===== src/rtl/adder_share_if.sv =====
// Bundle of the three-requester request side and the single response side
// of the shared adder/subtractor.
interface adder_share_if #(
    parameter int WIDTH = 32,
    parameter int NREQ  = 3
);
    logic [NREQ-1:0]       req_valid;
    logic [NREQ-1:0]       req_ready;
    logic [NREQ*WIDTH-1:0] req_a;
    logic [NREQ*WIDTH-1:0] req_b;
    logic [NREQ-1:0]       req_sub;
    logic                  rsp_valid;
    logic                  rsp_ready;
    logic [1:0]            rsp_id;
    logic [WIDTH-1:0]      rsp_result;
    logic                  rsp_cout;
    logic                  rsp_ovf;
    logic [1:0]            fsm_state;

    // Handshake rule on both sides: a transfer happens in exactly the cycle
    // where valid and ready are both high; the valid side holds its payload
    // stable until then, and ready never depends on the payload.
    modport master (
        output req_valid, req_a, req_b, req_sub, rsp_ready,
        input  req_ready, rsp_valid, rsp_id, rsp_result, rsp_cout, rsp_ovf, fsm_state
    );

    modport slave (
        input  req_valid, req_a, req_b, req_sub, rsp_ready,
        output req_ready, rsp_valid, rsp_id, rsp_result, rsp_cout, rsp_ovf, fsm_state
    );
endinterface


===== src/rtl/adder_share_ctrl.sv =====
// Round-robin arbiter and IDLE/CALC/RESP sequencer sharing one 32-bit
// adder/subtractor between the PC incrementer, the AGU and the ALU.
module adder_share_ctrl #(
    parameter int WIDTH = 32,
    parameter int NREQ  = 3
) (
    input  logic          clk,
    input  logic          reset,
    adder_share_if.slave  bus
);
    typedef enum logic [1:0] {
        IDLE = 2'd0,
        CALC = 2'd1,
        RESP = 2'd2
    } state_t;

    state_t           state;
    logic [1:0]       last;
    logic [WIDTH-1:0] op_a;
    logic [WIDTH-1:0] op_b;
    logic             op_sub;
    logic [1:0]       op_id;

    logic             rsp_valid_q;
    logic [1:0]       rsp_id_q;
    logic [WIDTH-1:0] rsp_result_q;
    logic             rsp_cout_q;
    logic             rsp_ovf_q;

    logic [1:0]       c1;
    logic [1:0]       c2;
    logic [3:0]       valid_pad;
    logic [1:0]       winner;
    logic             win_ok;
    logic             grant_window;
    logic [2:0]       grant;
    logic             grant_any;
    logic [WIDTH-1:0] sel_a;
    logic [WIDTH-1:0] sel_b;
    logic             sel_sub;

    logic [WIDTH-1:0] b_eff;
    logic [WIDTH:0]   sum;
    logic             ovf;

    // Priority rotates from the requester after the last winner; the grant
    // window excludes reset so a request in the reset cycle is never accepted.
    always_comb begin
        c1        = (last == 2'd2) ? 2'd0 : last + 2'd1;
        c2        = (c1 == 2'd2) ? 2'd0 : c1 + 2'd1;
        valid_pad = {1'b0, bus.req_valid};
        win_ok    = 1'b1;
        winner    = c1;
        if (valid_pad[c1]) begin
            winner = c1;
        end else if (valid_pad[c2]) begin
            winner = c2;
        end else if (valid_pad[last]) begin
            winner = last;
        end else begin
            win_ok = 1'b0;
        end

        grant_window = !reset && ((state == IDLE) || ((state == RESP) && bus.rsp_ready));
        grant = 3'b000;
        if (grant_window && win_ok) begin
            case (winner)
                2'd0:    grant = 3'b001;
                2'd1:    grant = 3'b010;
                default: grant = 3'b100;
            endcase
        end
        grant_any = |grant;

        case (winner)
            2'd0: begin
                sel_a   = bus.req_a[WIDTH-1:0];
                sel_b   = bus.req_b[WIDTH-1:0];
                sel_sub = bus.req_sub[0];
            end
            2'd1: begin
                sel_a   = bus.req_a[2*WIDTH-1:WIDTH];
                sel_b   = bus.req_b[2*WIDTH-1:WIDTH];
                sel_sub = bus.req_sub[1];
            end
            default: begin
                sel_a   = bus.req_a[3*WIDTH-1:2*WIDTH];
                sel_b   = bus.req_b[3*WIDTH-1:2*WIDTH];
                sel_sub = bus.req_sub[2];
            end
        endcase
    end

    // Subtraction is a + ~b + 1; overflow compares against the inverted operand.
    always_comb begin
        b_eff = op_sub ? ~op_b : op_b;
        sum   = {1'b0, op_a} + {1'b0, b_eff} + {{WIDTH{1'b0}}, op_sub};
        ovf   = (op_a[WIDTH-1] == b_eff[WIDTH-1]) && (sum[WIDTH-1] != op_a[WIDTH-1]);
    end

    always_ff @(posedge clk) begin
        if (reset) begin
            state        <= IDLE;
            last         <= 2'd2;
            op_a         <= '0;
            op_b         <= '0;
            op_sub       <= 1'b0;
            op_id        <= 2'd0;
            rsp_valid_q  <= 1'b0;
            rsp_id_q     <= 2'd0;
            rsp_result_q <= '0;
            rsp_cout_q   <= 1'b0;
            rsp_ovf_q    <= 1'b0;
        end else begin
            case (state)
                IDLE: begin
                    if (grant_any) begin
                        op_a   <= sel_a;
                        op_b   <= sel_b;
                        op_sub <= sel_sub;
                        op_id  <= winner;
                        last   <= winner;
                        state  <= CALC;
                    end
                end
                CALC: begin
                    rsp_result_q <= sum[WIDTH-1:0];
                    rsp_cout_q   <= sum[WIDTH];
                    rsp_ovf_q    <= ovf;
                    rsp_id_q     <= op_id;
                    rsp_valid_q  <= 1'b1;
                    state        <= RESP;
                end
                RESP: begin
                    if (bus.rsp_ready) begin
                        rsp_valid_q <= 1'b0;
                        if (grant_any) begin
                            op_a   <= sel_a;
                            op_b   <= sel_b;
                            op_sub <= sel_sub;
                            op_id  <= winner;
                            last   <= winner;
                            state  <= CALC;
                        end else begin
                            state <= IDLE;
                        end
                    end
                end
                default: state <= IDLE;
            endcase
        end
    end

    assign bus.req_ready  = grant;
    assign bus.rsp_valid  = rsp_valid_q;
    assign bus.rsp_id     = rsp_id_q;
    assign bus.rsp_result = rsp_result_q;
    assign bus.rsp_cout   = rsp_cout_q;
    assign bus.rsp_ovf    = rsp_ovf_q;
    assign bus.fsm_state  = state;
endmodule

===== src/flat_wrapper.sv =====
// flat-port wrapper written by rule: the top's interface ports become plain ports
module adder_share_ctrl_flat 
#(
    parameter int WIDTH = 32,
    parameter int NREQ  = 3
)
  (clk, reset, bus_req_valid, bus_req_a, bus_req_b, bus_req_sub, bus_rsp_ready, bus_req_ready, bus_rsp_valid, bus_rsp_id, bus_rsp_result, bus_rsp_cout, bus_rsp_ovf, bus_fsm_state);
  adder_share_if #(.WIDTH(WIDTH), .NREQ(NREQ)) bus_i ();
  input  logic clk;
  input  logic reset;
  input wire logic [$bits(bus_i.req_valid)-1:0] bus_req_valid;
  input wire logic [$bits(bus_i.req_a)-1:0] bus_req_a;
  input wire logic [$bits(bus_i.req_b)-1:0] bus_req_b;
  input wire logic [$bits(bus_i.req_sub)-1:0] bus_req_sub;
  input wire logic [$bits(bus_i.rsp_ready)-1:0] bus_rsp_ready;
  output wire logic [$bits(bus_i.req_ready)-1:0] bus_req_ready;
  output wire logic [$bits(bus_i.rsp_valid)-1:0] bus_rsp_valid;
  output wire logic [$bits(bus_i.rsp_id)-1:0] bus_rsp_id;
  output wire logic [$bits(bus_i.rsp_result)-1:0] bus_rsp_result;
  output wire logic [$bits(bus_i.rsp_cout)-1:0] bus_rsp_cout;
  output wire logic [$bits(bus_i.rsp_ovf)-1:0] bus_rsp_ovf;
  output wire logic [$bits(bus_i.fsm_state)-1:0] bus_fsm_state;
  assign bus_i.req_valid = bus_req_valid;
  assign bus_i.req_a = bus_req_a;
  assign bus_i.req_b = bus_req_b;
  assign bus_i.req_sub = bus_req_sub;
  assign bus_i.rsp_ready = bus_rsp_ready;
  assign bus_req_ready = bus_i.req_ready;
  assign bus_rsp_valid = bus_i.rsp_valid;
  assign bus_rsp_id = bus_i.rsp_id;
  assign bus_rsp_result = bus_i.rsp_result;
  assign bus_rsp_cout = bus_i.rsp_cout;
  assign bus_rsp_ovf = bus_i.rsp_ovf;
  assign bus_fsm_state = bus_i.fsm_state;
  adder_share_ctrl #(.WIDTH(WIDTH), .NREQ(NREQ)) u_core (.clk(clk), .reset(reset), .bus(bus_i));
endmodule

===== config.mk =====
export PLATFORM = sky130hd
export DESIGN_NAME = adder_share_ctrl_flat
export DESIGN_NICKNAME = d
export VERILOG_FILES = /design/src/rtl/adder_share_if.sv /design/src/rtl/adder_share_ctrl.sv /design/src/flat_wrapper.sv
export SDC_FILE = /design/constraint.sdc
export NUM_CORES = 1
export LEC_CHECK = 0
export ABC_CLOCK_PERIOD_IN_PS = 9400
export CORE_ASPECT_RATIO = 1.2
export CORE_MARGIN = 2
export CORE_UTILIZATION = 49
export CTS_CLUSTER_DIAMETER = 150
export DETAILED_ROUTE_END_ITERATION = 10
export GPL_TIMING_DRIVEN = 0
export MAX_ROUTING_LAYER = met4
export PLACE_DENSITY = 0.9
export SYNTH_ARGS = -nofsm -noshare
export SYNTH_HDL_FRONTEND = slang
export SYNTH_SLANG_ARGS = --single-unit

===== constraint.sdc =====
create_clock -name clk -period 9.4 [get_ports clk]
set_input_delay 0.94 -clock clk [delete_from_list [all_inputs] [get_ports clk]]
set_output_delay 0.94 -clock clk [all_outputs]
set_load 0.1 [all_outputs]

# After elaboration in Yosys (flattened, before gate mapping)
# Cells that the tools add are included.
# word_totals
output_inout_bits	42
regBits	108
elab_cells	83
# op_classes
n_eq_ne	9
reduce_logical	14
n_lt_le_gt_ge	3
bitwise_logic	1
mux	41
addsub	4
# ops
cell	n
32-bit case mux with 2 select lines	4
32-bit two-way mux	5
32-bit by 32-bit adder with 33-bit output	1
33-bit by 1-bit adder with 33-bit output	1
32-bit inverter	1
2-bit two-way mux	11
1-bit two-way mux	10
2-bit by 3-bit less-than comparator with 1-bit output, second input constant	3
2-bit case mux with 2 select lines	2
1-bit binary-select mux with 2-bit select	3
2-bit == test, second input constant	3
1-bit case mux with 2 select lines	3
2-bit case mux with 3 select lines	1
3-bit case mux with 2 select lines	1
2-bit AND reduction	3
2-bit by 1-bit adder with 2-bit output, second input constant	2
2-bit by 1-bit == test with 1-bit output, second input constant	2
1-bit logical AND	4
2-bit zero test	2
2-bit nonzero test	2
3-bit two-way mux	1
3-bit OR reduction	1
2-bit by 1-bit inequality test with 1-bit output, second input constant	1
2-bit inequality test, second input constant	1
4 further kinds	4

# Depth between registers and ports, before layout
# logic_depth
ltp_word	15
mapped_depth	13
mapped_depth_nobuf	11

# Worst setup path before layout
# Ideal clock, no wire load.
# synth_timing
path_kind	input to output
from	input bus_req_valid[0]
to	output bus_req_ready[0]
stages	7
slack_ps	3777
required_ps	8460
n_path_buf	2
t_arrival_ps	4683
path_cell_list	nor2_1 > o21a_1 > a21oi_1 > o21ai_1 > clkbuf_1 > clkbuf_1 > nor4_1
# synth_between
elab_chain_cells	8
elab_cells_between_ends	17
# synth_lines
element	line	rtl
start, declared	flat_wrapper.sv:11	input wire logic [$bits(bus_i.req_valid)-1:0] bus_req_valid;
1-bit binary-select mux with 2-bit select	adder_share_ctrl.sv:58	end else if (valid_pad[last]) begin
1-bit two-way mux (implied by the code)	adder_share_ctrl.sv:58	
2-bit two-way mux	adder_share_ctrl.sv:58	
2-bit two-way mux	adder_share_ctrl.sv:56	end else if (valid_pad[c2]) begin
2-bit two-way mux	adder_share_ctrl.sv:54	if (valid_pad[c1]) begin
2-bit by 1-bit == test with 1-bit output or 2-bit zero test (tied branches)	adder_share_ctrl.sv:67	case (winner)
3-bit case mux with 2 select lines	adder_share_ctrl.sv:67	
3-bit two-way mux (*)	adder_share_ctrl.sv:66	if (grant_window && win_ok) begin
end, declared	flat_wrapper.sv:16	output wire logic [$bits(bus_i.req_ready)-1:0] bus_req_ready;
# Every way passes the cells marked *; elsewhere a longest branch is shown, timed or not. The select of a mux whose other input is x is not followed.

# Worst setup path in the final report
# layout_timing
from	input bus_req_valid[2]
to	output bus_req_ready[1]
# Same word-level chain as after synthesis.

==> reports/metrics.yaml <==
status: "complete, no violations"
finClkSkew_ns: 0.006998
cts_inserted_buffers: 9
syn_avg_cell_area_um2: 7.872
io_buffers: 242
synth_area_leaders: "dfxtp_1 33%, a221oi_1 9.3%, a21oi_1 8.6%"
holdCritPathClass: "flop to flop"
syn_area_mm2: 0.006486
cts_tree: "done"
switchingPower_mw: 0.8884
h-tree-depth: 3
hold_violations: 0
worst_slack_ns: 3.537
ir_drop_mv: 0.1440
via_per_inst: 6.014
synth_seq_cells: 107
cts.sinks: 107
yosys_warnings: 0
clk_latency_ns: 0.36
power_frac_clock_pct: 22.0
finalSetupViolCount: 0
grt_pass1_wl_mm: 35.56
rows: 46
grt_pass1_vias: 6984
rsz0062_at_grt: "false"
syn_nets: 1057
finalSetupTns_ns: 0
worst_slew_margin_rel_pct: 13.07
period_share_pct: 62.38
drtIter0Drc: 617
path_max_fanout: 10
ant_nets: 0
synth_seq_area_share_pct: 33.02
power_density_mw_per_mm2: 217.4
whs_ns: 0.4500
die_h_um: 130.0
antenna_found_initial: 0
place_ws_ns: 3.598
grt-ovfl-total: 0
timing.fmax_mhz: 170.5
die-area_mm2: 0.01418
min_period_ns: 5.863
p_seq_share_pct: 27.9
synth_top_area_share_pct: 33.02
grt_max_degree: 18
post_drt_wl_per_cell_um: 18.98
critical_path_arrival_ns: 4.92
path_clk_slew_ns: 0.07
max_cap_viol_count: 0
diodes: 0
required_ns: 8.46
criticalPathCategory: "primary input to output port"
ctsRootBufferMaster: "clkbuf_16"
firstDrtPassIters: 5
report.final.slew_viol_count: 0
tightestPinTransition_ns: 1.293
synth-async-reset-ratio_pct: 0
leakagePower_nw: 3.750
coreArea_mm2: 0.01307
dp_hpwl_mm: 18.61
worst_setup_path_end_kind: "output port"
clock_path_buffers: 2
yosysTopAreaCell: "dfxtp_1"
grt_usage_pct: 33.35
cts_setup_buffers: 0
wl_mm: 23.72
routed-via-count: 7517
drc: 0
synth_cell_type_count: 59
start_util_pct: 49.65
finalNetCount: 1310
die_w_um: 109.0
combPwrFrac_pct: 50.1
num_io_pins: 243
internal_power_mw: 1.172
cts_hold_buf: 0
p_sw_share_pct: 43.11
cts_resized: 0
synth_cells: 824
synth_edf_count: 0
synthFlopType: "dfxtp_1"
area_growth_pct: 46.14
cp-start-kind: "primary input"
gp_congestion: 0.9687
layout-drive-gt1-share_pct: 2.865
==> per-stage QoR <==
stage               power (mW)  util (%)  area, um^2  std cells
detailed placement       1.587     69.80        9119       1234
global placement         1.573     69.80        9119       1234
global route             2.150     72.55        9479       1250
CTS                      2.037     72.55        9479       1250
finish                   2.061     72.55        9479       1250
floorplan                1.279         -        6486        824
==> power by group through the flow <==
stage / clock (mW) / sequential (mW) / combinational [mW]
3_3_place_gp: 0 / 0.580 / 0.993
6_report: 0.453 / 0.575 / 1.03
2_1_floorplan: 0 / 0.760 / 0.519
3_5_place_dp: 0 / 0.583 / 1.00
4_1_cts: 0.449 / 0.573 / 1.01
5_1_grt: 0.466 / 0.581 / 1.10
==> state kept, by name, indices dropped and copies added, names as in the netlist <==
signal and flops:
u_core.bus.rsp_result 32, u_core.op_a 32, u_core.op_b 32, u_core.bus.fsm_state 2, u_core.bus.rsp_id 2, u_core.op_id 2, u_core.bus.rsp_cout 1, u_core.bus.rsp_ovf 1
u_core.bus.rsp_valid 1, u_core.last 1, u_core.op_sub 1
==> synthesized netlist by cell type, drive strengths merged, types with 3 or more instances <==
cell,instances
o21bai,4
nand4,3
o21ai,96
nor2,27
a21o,13
buf,8
xnor2,11
nand3,11
nand3b,5
xor2,43
a21oi,113
nand2b,3
o31ai,3
and2,4
a22oi,4
nand2,124
clkbuf,58
inv,7
o41ai,3
nor2b,4
dfxtp,107
nor3,12
o21a,5
a211oi,11
nor4,3
and3,7
a31oi,6
ha,31
a221oi,69
==> kinds of logic (layout without fill, tap and decap cells) <==
kind of cell	after synthesis	in the layout	synth area share [%]
compound gates	343	343	33.78
simple gates	214	214	15.01
flops	107	107	33.02
buf+inv	73	331	4.398
xor+xnor	54	54	7.292
fa+ha+maj	32	32	6.289
mux	1	1	0.2121
==> worst paths after layout <==
| kind | cells after the start | endpoint | from | slack (ns) |
|---|---|---|---|---|
| worst max-delay path | 7 | bus_req_ready[1] | bus_req_valid[2] | 3.54 |
| worst min-delay path | 2 | u_core.bus.rsp_result[31]$_SDFFE_PP0P_ | u_core.bus.rsp_result[31]$_SDFFE_PP0P_ | 0.45 |
| worst max register to register | 12 | u_core.bus.rsp_result[20]$_SDFFE_PP0P_ | u_core.op_sub$_SDFFE_PP0P_ | 5.57 |
| worst min register to register | 2 | u_core.bus.rsp_result[31]$_SDFFE_PP0P_ | u_core.bus.rsp_result[31]$_SDFFE_PP0P_ | 0.45 |
==> worst max-delay path, cell delays in order <==
cell and delay (ns):
clkdlybuf4s50_1 0.51, nor2b_1 0.19, o31ai_1 1.02, clkbuf_1 0.45
buf_1 0.40, and3_1 0.25, clkdlybuf4s50_1 1.15
==> cell usage in the layout (no fill, tap or decap), drive strengths merged, types with 4 or more instances in the layout <==
| master | Yosys | routed |
|---|---|---|
| clkdlybuf4s50 | 0 | 242 |
| nand2 | 124 | 124 |
| a21oi | 113 | 113 |
| dfxtp | 107 | 107 |
| o21ai | 96 | 96 |
| a221oi | 69 | 69 |
| clkbuf | 58 | 69 |
| xor2 | 43 | 43 |
| ha | 31 | 31 |
| nor2 | 27 | 27 |
| a21o | 13 | 13 |
| nor3 | 12 | 12 |
| a211oi | 11 | 11 |
| xnor2 | 11 | 11 |
| nand3 | 11 | 11 |
| inv | 7 | 8 |
| buf | 8 | 8 |
| and3 | 7 | 7 |
| a31oi | 6 | 6 |
| o21a | 5 | 5 |
| nand3b | 5 | 5 |
| and2 | 4 | 4 |
| o21bai | 4 | 4 |
| nor2b | 4 | 4 |
| a22oi | 4 | 4 |
==> area by class of cell <==
class	count	area [um^2]
multi-input combinational	644	4059
fill	1041	3586
timing repair buffer	242	2422
sequential	107	2142
buffer	66	259.0
clock buffer	11	252.7
tap	168	210.2
clock inverter	5	107.6
inverter	7	26.28
==> layer usage <==
| layer | vias to the layer above | wire, um | GRT usage, % |
|---|---|---|---|
| met4 | 0 | 726 | 12.52 |
| met5 | - | 0 | - |
| met3 | 57 | 1655 | 2.897 |
| met1 | 3486 | 9662 | 41.90 |
| met2 | 408 | 11680 | 55.61 |
| li1 | 3566 | - | - |
No activity file was read; power rests on OpenSTA's default activity.
